$ cat src/rtl/jtframe_sdram_arb.sv
// Round-robin arbiter that shares one SDRAM read channel among SLOTS ROM
// requesters. Only one transaction is in flight at a time. New grants are
// held off during ROM download. A refresh window opens when nothing is pending.
//
// Handshakes:
// - slot_req[i] is a level. The slot holds it until slot_ok[i] pulses.
// - sdram_req stays high from the grant until the cycle sdram_ack is seen.
// - data_rdy qualifies data_read for a single cycle. It is accepted in WAIT,
//   or in REQ together with sdram_ack.
// - slot_ok is a one-cycle pulse. slot_data keeps the word until the next completion.
module jtframe_sdram_arb #(
  parameter int SLOTS = 4,
  parameter int AW    = 22,
  parameter int TOUT  = 255
) (
  input  logic                  clk,
  input  logic                  rst,
  input  logic                  downloading,
  input  logic [SLOTS-1:0]      slot_req,
  input  logic [SLOTS*AW-1:0]   slot_addr,
  input  logic [SLOTS*2-1:0]    slot_bank,
  output logic [SLOTS-1:0]      slot_ok,
  output logic [31:0]           slot_data,
  output logic                  sdram_req,
  output logic [AW-1:0]         sdram_addr,
  output logic [1:0]            sdram_bank,
  input  logic                  sdram_ack,
  input  logic                  data_rdy,
  input  logic [31:0]           data_read,
  output logic                  refresh_en,
  output logic                  busy,
  output logic                  tout_err
);

  localparam int PW = (SLOTS > 1) ? $clog2(SLOTS) : 1;
  localparam logic [7:0] TOUT_C = 8'(TOUT);
  localparam logic [SLOTS-1:0] ONE_HOT0 = {{(SLOTS-1){1'b0}}, 1'b1};

  typedef enum logic [1:0] {ST_IDLE, ST_REQ, ST_WAIT, ST_DONE} state_t;

  state_t           state_q;
  logic [PW-1:0]    ptr_q, ptr_d;
  logic [PW-1:0]    grant_q, grant_d;
  logic [7:0]       cnt_q;
  logic             sdram_req_q;
  logic [AW-1:0]    sdram_addr_q;
  logic [1:0]       sdram_bank_q;
  logic [SLOTS-1:0] slot_ok_q;
  logic [31:0]      slot_data_q;
  logic             refresh_en_q;
  logic             tout_err_q;

  // Pick the first requesting slot at or after ptr_q, with wrap-around.
  // The loop runs downwards so the smallest offset is assigned last and wins.
  always_comb begin
    grant_d = '0;
    for (int k = SLOTS - 1; k >= 0; k--) begin
      int s;
      logic [PW-1:0] idx;
      s = int'(ptr_q) + k;
      if (s >= SLOTS) s = s - SLOTS;
      idx = PW'(s);
      if (slot_req[idx]) grant_d = idx;
    end
    if (grant_d == PW'(SLOTS - 1)) ptr_d = '0;
    else                           ptr_d = grant_d + 1'b1;
  end

  // Arbitration FSM. All outputs are registered here.
  always_ff @(posedge clk or posedge rst) begin
    if (rst) begin
      state_q      <= ST_IDLE;
      ptr_q        <= '0;
      grant_q      <= '0;
      cnt_q        <= '0;
      sdram_req_q  <= 1'b0;
      sdram_addr_q <= '0;
      sdram_bank_q <= '0;
      slot_ok_q    <= '0;
      slot_data_q  <= '0;
      refresh_en_q <= 1'b0;
      tout_err_q   <= 1'b0;
    end else begin
      slot_ok_q    <= '0;
      refresh_en_q <= (state_q == ST_IDLE) && !(|slot_req) && !downloading;
      case (state_q)
        ST_IDLE: begin
          if (!downloading && (|slot_req)) begin
            grant_q      <= grant_d;
            ptr_q        <= ptr_d;
            sdram_addr_q <= slot_addr[int'(grant_d)*AW +: AW];
            sdram_bank_q <= slot_bank[int'(grant_d)*2 +: 2];
            sdram_req_q  <= 1'b1;
            state_q      <= ST_REQ;
          end
        end
        ST_REQ: begin
          if (sdram_ack) begin
            sdram_req_q <= 1'b0;
            cnt_q       <= '0;
            if (data_rdy) begin
              // The controller answered in the same cycle, so WAIT is skipped.
              slot_data_q <= data_read;
              slot_ok_q   <= ONE_HOT0 << grant_q;
              state_q     <= ST_DONE;
            end else begin
              state_q <= ST_WAIT;
            end
          end
        end
        ST_WAIT: begin
          if (data_rdy) begin
            slot_data_q <= data_read;
            slot_ok_q   <= ONE_HOT0 << grant_q;
            state_q     <= ST_DONE;
          end else if (cnt_q == TOUT_C) begin
            // Abandon the read. The requesting slot keeps its request and
            // can be granted again later.
            tout_err_q <= 1'b1;
            state_q    <= ST_IDLE;
          end else begin
            cnt_q <= cnt_q + 8'd1;
          end
        end
        ST_DONE: begin
          state_q <= ST_IDLE;
        end
        default: state_q <= ST_IDLE;
      endcase
    end
  end

  assign slot_ok    = slot_ok_q;
  assign slot_data  = slot_data_q;
  assign sdram_req  = sdram_req_q;
  assign sdram_addr = sdram_addr_q;
  assign sdram_bank = sdram_bank_q;
  assign refresh_en = refresh_en_q;
  assign busy       = (state_q != ST_IDLE);
  assign tout_err   = tout_err_q;

endmodule

$ cat config.mk
export PLATFORM = sky130hd
export DESIGN_NAME = jtframe_sdram_arb
export DESIGN_NICKNAME = d
export VERILOG_FILES = /design/src/rtl/jtframe_sdram_arb.sv
export SDC_FILE = /design/constraint.sdc
export NUM_CORES = 1
export LEC_CHECK = 0
export BUFFER_PORTS_ARGS = -buffer_cell sky130_fd_sc_hd__buf_2
export CORE_MARGIN = 2
export CORE_UTILIZATION = 40
export CTS_BUF_LIST = sky130_fd_sc_hd__clkbuf_16
export CTS_CLUSTER_DIAMETER = 80
export CTS_CLUSTER_SIZE = 16
export DETAILED_ROUTE_END_ITERATION = 8
export PLACE_DENSITY_LB_ADDON = 0.25
export SLEW_MARGIN = 25
export SYNTH_ARGS = -nofsm -noshare
export SYNTH_HDL_FRONTEND = slang
export SYNTH_SLANG_ARGS = --single-unit
$ cat constraint.sdc
create_clock -name clk -period 5 [get_ports clk]
set_input_delay 1 -clock clk [delete_from_list [all_inputs] [get_ports clk]]
set_output_delay 1 -clock clk [all_outputs]
set_load 0.01 [all_outputs]
After elaboration in Yosys (flattened, before gate mapping)

Index checks and enable logic that the tools add are counted.

Add/sub/neg operators: 9
Multiply operators: 1
$lt $le $gt $ge: 8
Equal/unequal tests: 10
Shift operators: 3
Muxes and demuxes: 36
Bitwise gates (word level): 1
Reduce and logical (&&, ||, !) cells: 16

Operators with widths:

| kind                                                       | count |
|---|---|
| variable part select 88 x 8 -> 22 bit                      | 1 |
| 2-to-1 mux 32 bit                                          | 2 |
| case mux 32 bit (2 select lines)                           | 1 |
| 2-to-1 mux 2 bit                                           | 13 |
| 2-to-1 mux 8 bit                                           | 3 |
| case mux 8 bit (2 select lines)                            | 1 |
| less-than comparator 2 x 3 -> 1 bit, second input constant | 4 |
| >= comparator 3 bit, second input constant                 | 3 |
| AND reduction 3 bit                                        | 3 |
| adder 8 x 1 -> 8 bit, second input constant                | 1 |
| binary-select mux 1 bit (select 2 bit)                     | 4 |
| equality test 8 bit, second input constant                 | 1 |
| 2-to-1 mux 4 bit                                           | 2 |
| case mux 2 bit (4 select lines)                            | 1 |
| case mux 4 bit (2 select lines)                            | 1 |
| variable part select 8 x 4 -> 2 bit                        | 1 |
| subtractor 2 x 1 -> 2 bit, second input constant           | 4 |
| 2-to-1 mux 1 bit                                           | 7 |
| adder 2 x 2 -> 3 bit, second input constant                | 2 |
| equality test 2 bit, second input constant                 | 3 |
| multiplier 2 x 4 -> 6 bit, second input constant           | 1 |
| != test 2 bit, second input constant                       | 3 |
| nonzero test 2 bit                                         | 3 |
| AND reduction 2 bit                                        | 2 |
| other kinds (14)                                           | 17 |

Register bits: 77
Input bits: 137

Longest topological paths before layout

Depth after elaboration: 11
Depth in mapped cells: 8

Worst setup path after synthesis

Ideal clock, no wire load.

Path type: in2reg
From: input port slot_req[2]
To: register sdram_bank_q[1] (netlist: sdram_bank[1])
Setup time: 0.126 ns
Arrival time: 2.193 ns
Data required time: 4.874 ns
Path slack: 2.681 ns
Stages on the path: 5
Buffers on the path: 0
Path through: nor2b_2 a221o_1 nand2_1 mux2_2 a221o_1

Word-level cells in the longest chain between the ends: 7
Elaborated cells on any way between the ends: 16

RTL lines:

| item                                   | line | text |
|---|---|---|
| start, declared                        | 19   | `input logic [SLOTS-1:0] slot_req,` |
| binary-select mux 1 bit (select 2 bit) | 63   | `if (slot_req[idx]) grant_d = idx;` |
| 2-to-1 mux 1 bit (not written as such) | 63   |  |
| 2-to-1 mux 2 bit (4 in series)         | 63   |  |
| variable part select 8 x 4 -> 2 bit    | 92   | `sdram_bank_q <= slot_bank[int'(grant_d)*2 +: 2];` |
| end signal, assigned                   | 92   |  |
| end, declared                          | 47   | `logic [1:0] sdram_bank_q;` |

Several ways; a longest one is shown, not always the timed one. The select of a mux whose other input is x is not followed.
A chain may end at the register's enable or synchronous reset.

Worst setup path after layout

From: input port downloading
To: register sdram_addr_q[8] (netlist: sdram_addr[8])

Word-level cells in the longest chain between the ends: 3

RTL lines:

| item                                 | line | text |
|---|---|---|
| start, declared                      | 18   | `input logic downloading,` |
| logical NOT 1 bit                    | 88   | `if (!downloading && (\|slot_req)) begin` |
| logical AND 1 bit                    | 88   |  |
| AND reduction 2 bit (no source line) | n/a  |  |
| end signal, assigned                 | 91   | `sdram_addr_q <= slot_addr[int'(grant_d)*AW +: AW];` |
| end, declared                        | 46   | `logic [AW-1:0] sdram_addr_q;` |

Every way passes these cells.

==> results_dict.tcl <==
set metrics [dict create \
    status "finished, final reports clean" \
    hp-start "grant_q[1]$_DFFE_PP0P_" \
    drt-vias-per-instance 5.15 \
    die_area_um2 10500 \
    io_pins 201 \
    p_leak_nw 2.62 \
    maxCapViolations 0 \
    p_comb_share_pct 42.1 \
    slowest_stage "nand3_2" \
    synth.area.top_cells "dfrtp_1 (49%), mux2_2 (9.5%), a211oi_1 (9.3%)" \
    slew_headroom_pct 31.9 \
    gp_congestion 0.823 \
    final_cell_mix "buf_2 (200), dfrtp_1 (77), and3_1 (49)" \
    antenna_left 0 \
    swShare_pct 35.8 \
    cts_resized 0 \
    die_y_um 103 \
    layout-drive-gt1-share_pct 45.6 \
    r2r-start "state_q[0]$_DFFE_PP0P_" \
    place_ws_ns 1.44 \
    finalCritPeriodShare_pct 56.2 \
    clock_power_share_pct 22.2 \
    placedCellCount 688 \
    cts_tree "built" \
    peakVddDrop_mv 0.225 \
    first_pass_iters 5 \
    cp-start-kind "input pin" \
    tightest_slew_ns 1.02 \
    overflow 0 \
    min_path_type "reg -> reg" \
    core-area_um2 9590 \
    setup_slack_ns 2.19 \
    synth_xor_area_share_pct 1.57 \
    dpl.hpwl_um 7820 \
    path_clk_slew_ns 0.06 \
    p_int_mw 1.91 \
    ys_seq_elements 77 \
    synth_top_family_by_area "simple AND/OR/NAND/NOR gates" \
    finalNonFillerCells 703 \
    grt_pass1_vias 3402 \
    synth_mux_area_share_pct 9.83 \
    yosysWarningCount 0 \
    finalMaxSlewViolations 0 \
    min_to "slot_ok[0]$_DFF_PP0_" \
    die_x_um 103 \
    wl_per_cell_um 14.8 \
    setup_viol 0 \
    drcViolationCount 0 \
    holdPathStages 1 \
    dpl_cell_area_um2 4990 \
    p_sw_mw 1.07 \
    power-per-cell-area_nw_per_um2 560 \
    critPathMaxFanout 27 \
    nets 708 \
    vias 3617 \
    cts_buffers 9 \
    insertion_delay_ns 0.32 \
    r2r.worst_path.cells 7 \
    fin_area_um2 5300 \
    clockRootBuffer "clkbuf_16" \
    cp_data_arrival_time_ns 3.01 \
    rsz0062_at_grt "false" \
    htreeDepth 3 \
    r2r_slack_ns 2.31 \
    synthSimpleGateAreaFrac_pct 18.6 \
    antenna_found_initial 0 \
    postCtsSetupBuffers 0 \
    synthAdderAreaFrac_pct 1.61 \
    synth_compound_area_share_pct 15.1 \
    p_seq_share_pct 35.7 \
    syn-cell-area_um2 3890 \
    slowest_delay_ns 0.63 \
    postCtsHoldBufs 0 \
    crit_chain "buf_2, nand2b_1, nor2_4, nand3_2, a211oi_1, nor3_1" \
    gr-usage-all-layers_pct 19.6 \
    num_antenna_cells 0 \
    grt_max_degree 56 \
    r2r_end "sdram_addr[8]$_DFFE_PP0P_" \
    finalPower_mw 2.97 \
    end_kind "flop" \
    final_common_cell "buf_2" \
    wl_um 10400 \
    clock-sinks 77 \
    synth_nets 517 \
    multi_input_area_um2 1830 \
    setup_tns_ns 0 \
    fmax_ghz 0.356 \
    yosys.area.top_type "dfrtp_1" \
    yosysTopAreaCellShare_pct 49.5 \
    ys_seq_area_share_pct 49.5 \
    seq_area_um2 1930 \
    ys_types 37 \
    avgSynthCellArea_um2 10.4 \
    grt_first_pass_wirelength_um 16100 \
    fin_skew_ns 0.0102 \
    clk_path_buf_depth 2 \
    critPathKind "in -> reg" \
    syn_inst 375 \
    required_ns 5.20 \
    n_fill_cell 884 \
    fin_crit_ns 2.81 \
    area_growth_pct 36.2 \
    port-buffer-count 200 \
    drtIter0Drc 145 \
    hold_violations 0 \
    rows 36 \
    start_util_pct 40.6 \
]
power by group through the flow:
stage          registers (mW)  logic, mW  clock network, mW
6_report                 1.06       1.25              0.659
5_1_grt                  1.10       1.39              0.709
4_1_cts                  1.06       1.27              0.675
3_5_place_dp             1.07       1.27                  0
3_3_place_gp             1.06       1.24                  0
2_1_floorplan            1.17      0.701                  0
sequential cells by signal, indices dropped and copies added, names as in the netlist:
signal / flops
slot_data: 32
sdram_addr: 22
cnt_q: 8
slot_ok: 4
grant_q: 2
ptr_q: 2
sdram_bank: 2
state_q: 2
refresh_en: 1
sdram_req: 1
tout_err: 1
worst max-delay path, delay by kind of cell:
family	cells	cell delay, ns
and+or+nand+nor	4	1.45
AOI/OAI and AO/OA	1	0.45
buffers and inverters	1	0.10
worst max-delay path by stage:
stage                            from                         end  slack (ns)  cells after the start
after floorplan                   rst        cnt_q[0]$_DFFE_PP0P_        2.03                      1
after global placement    downloading   sdram_addr[6]$_DFFE_PP0P_        1.06                      6
after detailed placement  downloading   sdram_addr[8]$_DFFE_PP0P_        1.44                      6
after CTS                 downloading   sdram_addr[8]$_DFFE_PP0P_        1.78                      6
after global routing      downloading  sdram_addr[15]$_DFFE_PP0P_        2.04                      6
final                     downloading   sdram_addr[8]$_DFFE_PP0P_        2.19                      6
per-layer routing:
layer,track usage (%),vias to the layer above,routed length (µm)
li1,-,1758,-
met1,24.3,1674,4280
met2,34.1,173,5200
met3,3.73,12,802
met4,6.97,0,149
met5,0,-,0
final cells by class:
type,count,area share (%)
clock buffer,9,4.25
clock inverter,6,1.51
inverter,9,0.661
multi-input combinational,264,34.5
sequential,77,36.3
tap,133,3.14
timing repair buffer,205,19.6
kinds of logic (layout without fill, tap and decap cells):
kind of cell,Yosys count,after routing
and+or+nand+nor,138,138
AOI/OAI and AO/OA,80,80
DFF,77,77
muxes,34,34
buffers and inverters,34,229
xor gates and xnor gates,7,7
adders and majority gates,5,5
Yosys cell counts, drive strengths merged:
| cell | instances |
|---|---|
| a21boi | 1 |
| nor2 | 34 |
| a31oi | 2 |
| nor3 | 25 |
| and3 | 49 |
| or4 | 1 |
| nand3 | 5 |
| a21o | 2 |
| nand4 | 3 |
| nor2b | 6 |
| a221oi | 2 |
| o211ai | 1 |
| a2bb2oi | 1 |
| xnor2 | 7 |
| dfrtp | 77 |
| and2 | 1 |
| mux2 | 34 |
| ha | 5 |
| a221o | 2 |
| nor4 | 1 |
| o21a | 2 |
| nand2b | 4 |
| a22o | 1 |
| clkbuf | 9 |
| a21oi | 7 |
| a211oi | 48 |
| a2111oi | 1 |
| buf | 16 |
| inv | 9 |
| nand2 | 9 |
| o21ai | 10 |
metrics by stage:
step | hold slack (ns) | utilization (%)
floorplan | 0.423 | -
global placement | 0.439 | 52.0
detailed placement | 0.445 | 52.0
CTS | 0.461 | 55.2
global route | 0.485 | 55.3
finish | 0.460 | 55.3
Note: power is estimated with default switching activity, not from simulation.
